**config.mk**
```make
export PLATFORM = sky130hd
export DESIGN_NAME = sipo_deframer
export DESIGN_NICKNAME = d
export VERILOG_FILES = /design/src/rtl/sipo_deframer.sv
export SDC_FILE = /design/constraint.sdc
export NUM_CORES = 1
export LEC_CHECK = 0
export CORE_UTILIZATION = 46
export CTS_CLUSTER_SIZE = 24
export DETAILED_ROUTE_END_ITERATION = 7
export GPL_TIMING_DRIVEN = 0
export HOLD_SLACK_MARGIN = 0.08
export PLACE_DENSITY = 0.74
export SYNTH_ARGS = -nofsm -noshare
export SYNTH_HDL_FRONTEND = slang
export SYNTH_SLANG_ARGS = --single-unit
```
**constraint.sdc**
```tcl
create_clock -name clk -period 1.6 [get_ports clk]
set_input_delay 0.4 -clock clk [delete_from_list [all_inputs] [get_ports clk]]
set_output_delay 0.4 -clock clk [all_outputs]
set_load 0.01 [all_outputs]
```
**src/rtl/sipo_deframer.sv**
```systemverilog
// Dual-rail serial-to-parallel deframer: reassembles LSB-first 2-bit symbols into
// DATAWIDTH-bit words behind a one-word holding register with valid/ready output.
module sipo_deframer #(
  parameter int DATAWIDTH = 8
) (
  input  logic                 clk,
  input  logic                 rst,
  input  logic                 din_valid,
  output logic                 din_ready,
  input  logic [1:0]           din_data,
  input  logic                 din_last,
  output logic                 dout_valid,
  input  logic                 dout_ready,
  output logic [DATAWIDTH-1:0] dout_data,
  input  logic                 clr_err,
  output logic                 code_err,
  output logic                 frame_err
);

  localparam int CNT_W = $clog2(DATAWIDTH);
  localparam logic [CNT_W-1:0] LAST_IDX = CNT_W'(DATAWIDTH - 1);

  typedef enum logic [1:0] {
    COLLECT,
    HOLD,
    STALL
  } state_e;

  // Only 2'b01 is a one; every other code, legal or not, decodes as zero.
  function automatic logic decode_bit(input logic [1:0] code);
    return code == 2'b01;
  endfunction

  function automatic logic code_bad(input logic [1:0] code);
    return code[0] == code[1];
  endfunction

  logic [CNT_W-1:0]     bit_cnt_q, bit_cnt_d;
  logic                 hold_valid_q, hold_valid_d;
  logic [DATAWIDTH-1:0] hold_q, hold_d;
  logic [DATAWIDTH-1:0] shift_q, shift_d;
  logic                 code_err_q, code_err_d;
  logic                 frame_err_q, frame_err_d;
  logic                 accept;
  logic                 at_last;
  state_e               state;

  // State is a pure function of the counter, hold occupancy and consumer readiness,
  // so a drain and a final-bit acceptance can share the same cycle.
  always_comb begin
    state = COLLECT;
    if (hold_valid_q) begin
      state = (bit_cnt_q == LAST_IDX && !dout_ready) ? STALL : HOLD;
    end
  end

  assign din_ready  = (state != STALL);
  assign dout_valid = hold_valid_q;
  assign dout_data  = hold_q;
  assign code_err   = code_err_q;
  assign frame_err  = frame_err_q;

  always_comb begin
    accept       = din_valid && din_ready;
    at_last      = (bit_cnt_q == LAST_IDX);
    shift_d      = shift_q;
    bit_cnt_d    = bit_cnt_q;
    hold_d       = hold_q;
    hold_valid_d = hold_valid_q;
    frame_err_d  = 1'b0;
    code_err_d   = clr_err ? 1'b0 : code_err_q;

    if (hold_valid_q && dout_ready) begin
      hold_valid_d = 1'b0;
    end

    if (accept) begin
      shift_d[bit_cnt_q] = decode_bit(din_data);
      // A fresh bad code overrides a simultaneous clear.
      if (code_bad(din_data)) begin
        code_err_d = 1'b1;
      end
      if (at_last || din_last) begin
        bit_cnt_d = '0;
      end else begin
        bit_cnt_d = bit_cnt_q + CNT_W'(1);
      end
      if (at_last && din_last) begin
        hold_d       = shift_d;
        hold_valid_d = 1'b1;
      end else if (at_last || din_last) begin
        frame_err_d = 1'b1;
      end
    end
  end

  always_ff @(posedge clk or posedge rst) begin
    if (rst) begin
      bit_cnt_q    <= '0;
      hold_valid_q <= 1'b0;
      hold_q       <= '0;
      code_err_q   <= 1'b0;
      frame_err_q  <= 1'b0;
    end else begin
      bit_cnt_q    <= bit_cnt_d;
      hold_valid_q <= hold_valid_d;
      hold_q       <= hold_d;
      code_err_q   <= code_err_d;
      frame_err_q  <= frame_err_d;
    end
  end

  // Every shift position is rewritten before a word completes, so no reset is needed.
  always_ff @(posedge clk) begin
    shift_q <= shift_d;
  end

endmodule

```
; Yosys cells after proc, flatten, opt, wreduce, memory -nomap -nowiden
; Cells that the tools add are included.
[totals]
reg_bits = 22
in_bits = 8
[op_classes]
n_addsub = 1
magnitude_cmp = 2
n_eq_ne = 4
n_mux = 15
reduce_logical = 8
[op_table]
columns = operator, count
row1 = 1-bit 2-to-1 mux, 10
row2 = 8-bit bitwise mux, 1
row3 = 1-bit logical AND, 5
row4 = "3-bit by 4-bit less-than comparator with 1-bit output, second input constant", 1
row5 = 2-bit 2-to-1 mux, 2
row6 = "3-bit by 1-bit adder with 3-bit output, second input constant", 1
row7 = 1-bit demux with 3-bit select, 1
row8 = "3-bit == test, second input constant", 1
row9 = "3-bit by 1-bit greater-or-equal comparator with 1-bit output, second input constant", 1
row10 = 3-bit 2-to-1 mux, 1
row11 = "2-bit by 1-bit == test with 1-bit output, second input constant", 1
row12 = "2-bit inequality test, second input constant", 1
row13 = 2-bit AND reduction, 1
row14 = 1-bit == test, 1
row15 = 1-bit zero test, 1
row16 = 1-bit logical OR, 1

; Depth between registers and ports, before layout
; Gate-level depths: netlist of the first run.
[logic_depth]
depth_word = 7
ltp_mapped = 6
mapped_depth_nobuf = 6

; Worst setup path after synthesis of the first run
; Ideal clock, no wire load.
[synth_timing]
kind = register to register
startpoint = register bit_cnt_q[0]
endpoint = register shift_q[0] (enable)
arrival_time_ns = 1.382
setup_slack_ns = -0.128
stages_incl_launch_ff = 5
path_cell_list = dfrtp_1 -> ha_1 -> ha_1 -> nand3b_1 -> and2_1
[synth_between]
elab_chain_cells = 6
[synth_lines]
columns = item, line_no
row1 = start: declaration, 38  ; logic [CNT_W-1:0] bit_cnt_q, bit_cnt_d;
row2 = start signal: assignment, 105  ; bit_cnt_q <= bit_cnt_d;
row3 = 3-bit == test, 53  ; state = (bit_cnt_q == LAST_IDX && !dout_ready) ? STALL : HOLD;
row4 = 1-bit logical AND, 53
row5 = 2-bit 2-to-1 mux, 53
row6 = 2-bit 2-to-1 mux, 52  ; if (hold_valid_q) begin
row7 = 2-bit inequality test, 57  ; assign din_ready = (state != STALL);
row8 = via din_ready, 9  ; output logic din_ready,
row9 = 1-bit logical AND, 64  ; accept = din_valid && din_ready;
row10 = via accept, 44  ; logic accept;
row11 = end signal: assignment, 115  ; shift_q <= shift_d;
row12 = end: declaration, 41  ; logic [DATAWIDTH-1:0] shift_q, shift_d;
; The timed path passes the listed nets, and every way through them passes these cells.
; A chain may end at the register's enable or synchronous reset.

; Final worst setup path of the first run
[layout_timing]
startpoint = register bit_cnt_q[1]
endpoint = output port din_ready
[layout_between]
elab_chain_cells = 5
[layout_lines]
columns = item, line_no
row1 = 3-bit == test, 53
row2 = 1-bit logical AND, 53
row3 = 2-bit 2-to-1 mux, 53
row4 = 2-bit 2-to-1 mux, 52
row5 = 2-bit inequality test, 57
row6 = end: declaration, 9
; No other way between the ends.

==> results of run 1 <==
power by group through the flow:
stage	sequential, mW	clock (mW)	combinational (mW)
floorplan	0.681	0	0.168
global placement	0.672	0	0.262
detailed placement	0.676	0	0.266
CTS	0.663	0.313	0.275
global route	0.668	0.340	0.299
finish	0.661	0.304	0.273
critical path, cell delays in order (launching register included):
cell,delay [ns]
dfrtp_1,0.41
ha_2,0.20
ha_4,0.16
nand3b_1,0.09
buf_2,0.14
routing by layer:
layer | wire length, µm | share of wire, % | vias up | GRT usage [%]
met5 | 0 | 0 | - | 0
met4 | 25 | 1.3 | 0 | 8.33
met3 | 42 | 2.2 | 2 | 1.79
met2 | 965 | 50 | 9 | 27.6
met1 | 888 | 46 | 339 | 22.2
li1 | - | - | 328 | -
cells by family (layout without fill, tap and decap cells):
family / count (synthesis) / after routing / share of synthesized area, %
adders and majority gates: 5 / 5 / 5.62
muxes: 17 / 17 / 19.5
DFF: 22 / 22 / 53.1
AOI/OAI and AO/OA: 4 / 4 / 2.14
and+or+nand+nor: 15 / 17 / 13.9
buffers and inverters: 11 / 39 / 5.74
area by class of cell:
type                            instances  area, µm²
Fill cell                             197        786
Tap cell                               28       35.0
Inverter                                8       30.0
Multi-Input combinational cell         43        527
Buffer                                  2       22.5
Sequential cell                        22        591
Clock buffer                            4       36.3
Timing Repair Buffer                   25        228
cell usage in the layout (no fill, tap or decap):
cell type and n:
a22o_1 1, and2_4 2, and3_1 1, buf_2 1, buf_4 5, buf_6 3
clkbuf_4 3, clkbuf_8 1, clkdlybuf4s50_1 7, dfrtp_1 14, dlygate4sd2_1 9, dlymetal6s2s_1 2
edfxtp_1 8, ha_1 2, ha_2 2, ha_4 1, inv_1 8, mux2_2 8
mux2_4 8, mux2i_1 1, nand3_1 2, nand3_4 2, nand3b_1 1, nand3b_4 3
nand4_1 2, nor3_2 1, nor3b_2 2, nor3b_4 1, o21ai_0 3
final timing paths:
kind | from | to | slack (ns) | depth (start not counted)
setup reg to reg | bit_cnt_q[1] | dout_data[1] | -0.05 | 7
setup / recovery | bit_cnt_q[1] | din_ready | -0.1 | 4
max in group asynchronous | rst | bit_cnt_q[0] | 0.81 | 2
hold / removal | rst | dout_data[0] | 0.42 | 2
hold reg to reg | dout_data[3] | dout_data[3] | 0.51 | 1
min in group clk | dout_data[3] | dout_data[3] | 0.51 | 1
flip-flops by register name (all words and copies together) (netlist names):
| register | count |
|---|---|
| shift_q | 8 |
| bit_cnt_q | 3 |
| dout_valid | 1 |
| frame_err | 1 |
| dout_data | 8 |
| code_err | 1 |
timing repair:
item | in CTS | in global routing
gates resized for setup | 19 | 8
setup endpoints to repair | 30 | 19
cloned | 0 | 2
pin swaps | 1 | 4
setup buffers | 3 | 4
==> impl_metrics.tcl, run 1 <==
set metrics [dict create \
    drc 0 \
    start_kind "register" \
    synth_cell_types 19 \
    seq_area_frac_synth_pct 53.1 \
    ys_async_sr_fraction_pct 63.6 \
    cts.path.max_buffers 2 \
    tightest_slew_ns 0.550 \
    power_frac_comb_pct 22.1 \
    synth_seq_cells 22 \
    final_util_pct 65.1 \
    yosys-top-cells-area "dfrtp_1, edfxtp_1, mux2_4, mux2_2, ha_1" \
    synth.yosys.warnings 0 \
    clkSinkCount 22 \
    dp_hpwl_mm 1.19 \
    max_slew_margin_pct 63.3 \
    cts_tree "done" \
    antennaDiodeCount 0 \
    power_switching_share_pct 24.8 \
    port_buffers 19 \
    die_area_mm2 0.00262 \
    drv_cap 0 \
    placementRows 17 \
    grt_max_degree 15 \
    min_period_ns 1.70 \
    core_mm2 0.00225 \
    viasPerCell 5.14 \
    synth_most_common_cell "dfrtp_1" \
    worstSkewPairLatency_ns 0.30 \
    ys_top_cells_by_count "dfrtp_1, mux2_2, edfxtp_1, inv_1, mux2_4" \
    initial_core_util_pct 49.3 \
    p_clk_share_pct 24.5 \
    drtAntennaViolNets 0 \
    num_io_pins 20 \
    dpl_worst_slack_ns -0.488 \
    path_class "register to output port" \
    setup_viol_count_final 9 \
    tns_ns -0.304 \
    grt_pass1_wl_mm 3.15 \
    synthToLayoutAreaGrowth_pct 32.1 \
    synth_flop_cell "dfrtp_1" \
    cts_buffers 3 \
    end_kind "output port" \
    power_switching_mw 0.307 \
    fin_ws_ns -0.0965 \
    synth_top_area_share_pct 31.5 \
    synth-edff-count 8 \
    finClkSkew_ns 0.00618 \
    cts_root_buffer "clkbuf_4" \
    drt-initial-drc-count 8 \
    place.gp.congestion 0.700 \
    syn-cell-area_mm2 0.00111 \
    drive_above_1_share_pct 41.3 \
    seqPwrFrac_pct 53.4 \
    placed_area_mm2 0.00134 \
    grt_pass1_vias 676 \
    total_power_mw 1.24 \
    drt-total-wl_mm 1.92 \
    fin_crit_sh_pct 106 \
    vias 678 \
    drt_pre_antenna_iters 2 \
    syn_inst 74 \
    antenna_found_initial 0 \
    stdcell_count 132 \
    clk_pin_slew_ns 0.12 \
    holdWs_ns 0.425 \
    die_w_um 51.2 \
    rsz0062_at_grt "true" \
    cp.required_ns 1.20 \
    violations "negative setup slack" \
    finalHoldViolCount 0 \
    p_per_area_mw_per_mm2 843 \
    dp.cells 121 \
    h-tree-depth 1 \
    internal_power_mw 0.931 \
    stdcell_area_mm2 0.00147 \
    synth_top_area_cell "dfrtp_1" \
    max_freq_ghz 0.589 \
    cp.arrival_ns 1.30 \
    syn_avg_cell_area_um2 15.0 \
    wl_per_cell_um 14.6 \
    grt-ovfl-total 0 \
    leakage_nw 0.778 \
    hp-class "input port to asynchronous set/reset pin" \
    fin_nets 118 \
    syn_nets 87 \
    grt.total_usage_pct 16.9 \
    drv_slew 0 \
    status "finished, violations left" \
    path_max_fanout 3 \
    cts_hold_buf 0 \
    die_h_um 51.2 \
    ir_drop_uv 596 \
]
Power figures use the tool's default switching activity.
==> run 2, diff against run 1 <==
Settings changed: CORE_UTILIZATION 46 to 54, PLACE_DENSITY 0.74 to 0.82, RECOVER_POWER set to 50, REMOVE_ABC_BUFFERS set to 1.
Clock period 1.6 ns to 2.1 ns, I/O delays scaled along.
==> run 2 against run 1 <==
  * The run ends with design-rule violations left
  * Non-clock buffer count is 5 lower
  * Die area is 14% lower
  * Combinational power is 38% lower
  * Power is 30% lower
  * Critical endpoint is now shift_q[3]
  * Sequential cell count stayed put
==> impl_metrics.tcl, run 2 (synthesized netlist as in run 1, its figures left out) <==
set metrics [dict create \
    synthToLayoutAreaGrowth_pct 19.0 \
    cts.path.max_buffers 2 \
    grt_max_degree 15 \
    status "finished, violations left" \
    dp.cells 117 \
    wl_per_cell_um 13.8 \
    seqCellArea_um2 594 \
    finalHoldViolCount 0 \
    leakage_nw 0.646 \
    start_kind "register" \
    dp_hpwl_mm 1.21 \
    drt_pre_antenna_iters 6 \
    violations "design-rule violations" \
    cts_tree "done" \
    finClkSkew_ns 0.00329 \
    max_freq_ghz 0.520 \
    power_frac_comb_pct 19.4 \
    antenna_found_initial 0 \
    final_util_pct 68.2 \
    num_io_pins 20 \
    cp_num_cells 5 \
    internal_power_mw 0.652 \
    ir_drop_uv 495 \
    drc 1 \
    p_clk_share_pct 21.7 \
    antennaDiodeCount 0 \
    hp-class "register to register" \
    power_switching_mw 0.216 \
    multi_input_area_um2 432 \
    clk_pin_slew_ns 0.12 \
    path_class "register to register" \
    fin_ws_ns 0.177 \
    end_kind "register" \
    grt.total_usage_pct 18.3 \
    final_common_cell "clkdlybuf4s50_1" \
    cp.required_ns 2.05 \
    initial_core_util_pct 57.3 \
    holdWs_ns 0.511 \
    placementRows 16 \
    tightest_slew_ns 0.545 \
    cp.arrival_ns 1.87 \
    clkSinkCount 22 \
    grt_pass1_vias 627 \
    drt-total-wl_mm 1.71 \
    die_w_um 47.4 \
    grt-ovfl-total 0 \
    cpMostUsedCell "ha_1" \
    drt-initial-drc-count 4 \
    worstRegToRegCells 5 \
    core_mm2 0.00194 \
    fin_crit_sh_pct 91.5 \
    cp_slowest_cell "and2_1" \
    min_path_cells 1 \
    seqPwrFrac_pct 58.9 \
    power_switching_share_pct 24.9 \
    worstSkewPairLatency_ns 0.30 \
    drive_above_1_share_pct 25.8 \
    min_period_ns 1.92 \
    path_buf_inv 1 \
    vias 626 \
    fill_cells 149 \
    dpl_worst_slack_ns -0.274 \
    die_h_um 47.4 \
    rsz0062_at_grt "false" \
    final_cell_mix "clkdlybuf4s50_1, dfrtp_1" \
    worstPathCellList "ha_1, ha_1, nand3b_1, buf_4, and2_1" \
    grt_pass1_wl_mm 2.75 \
    p_per_area_mw_per_mm2 656 \
    fin_nets 111 \
    max_slew_margin_pct 63.6 \
    die_area_mm2 0.00225 \
    cts_root_buffer "clkbuf_4" \
    place.gp.congestion 0.714 \
    cts_buffers 3 \
    drv_cap 0 \
    drtAntennaViolNets 0 \
    h-tree-depth 1 \
    drv_slew 0 \
    viasPerCell 5.05 \
    port_buffers 19 \
    cts_hold_buf 0 \
    setup_viol_count_final 0 \
    path_max_fanout 12 \
    stdcell_count 124 \
    cp_top_family "simple AND/OR/NAND/NOR gates" \
    slowest_delay_ns 0.47 \
]
run 2: stage by stage:
step / TNS [ns] / power, mW / area, µm²
global route: 0 / 0.916 / 1320
finish: 0 / 0.868 / 1320
CTS: 0 / 0.897 / 1350
floorplan: 0 / 0.631 / 1080
global placement: -0.374 / 0.693 / 1300
detailed placement: -0.663 / 0.701 / 1300
run 2: timing repair:
item                                   4_1_cts  5_1_grt
buffers inserted                             3        0
setup endpoints to repair                   11        1
pin swaps                                    1        0
gates resized for setup                      4        2
endpoints found under the hold margin        0        0
run 2: metal layers:
metal | up-vias | global-route usage [%] | wire [µm]
met2 | 12 | 29.0 | 835
met3 | 2 | 3.46 | 47
met4 | 0 | 8.57 | 15
li1 | 312 | - | -
met5 | - | 0 | 0
met1 | 300 | 24.2 | 814
run 2: power groups by stage:
stage / registers, mW / logic, mW / clock network [mW]
floorplan: 0.538 / 0.0929 / 0
global placement: 0.535 / 0.158 / 0
detailed placement: 0.538 / 0.163 / 0
CTS: 0.513 / 0.189 / 0.195
global route: 0.516 / 0.187 / 0.213
finish: 0.511 / 0.168 / 0.189
run 2: cell type report:
cell class | instances | area share (%)
multi-input cells | 41 | 32.6
flip-flops and latches | 22 | 44.9
repair buffers | 22 | 15.7
well taps | 27 | 2.55
clock buffers | 3 | 1.70
clock inverters | 1 | 0.284
inverters | 8 | 2.27
run 2: path summary, 6_finish.rpt:
check | slack, ns | to | from
setup reg to reg | 0.18 | shift_q[3] | bit_cnt_q[0]
max in group asynchronous | 1.01 | bit_cnt_q[1] | rst
hold / removal | 0.51 | dout_data[6] | dout_data[6]
setup / recovery | 0.18 | shift_q[3] | bit_cnt_q[0]
hold reg to reg | 0.51 | dout_data[6] | dout_data[6]
min in group asynchronous | 0.70 | dout_data[5] | rst
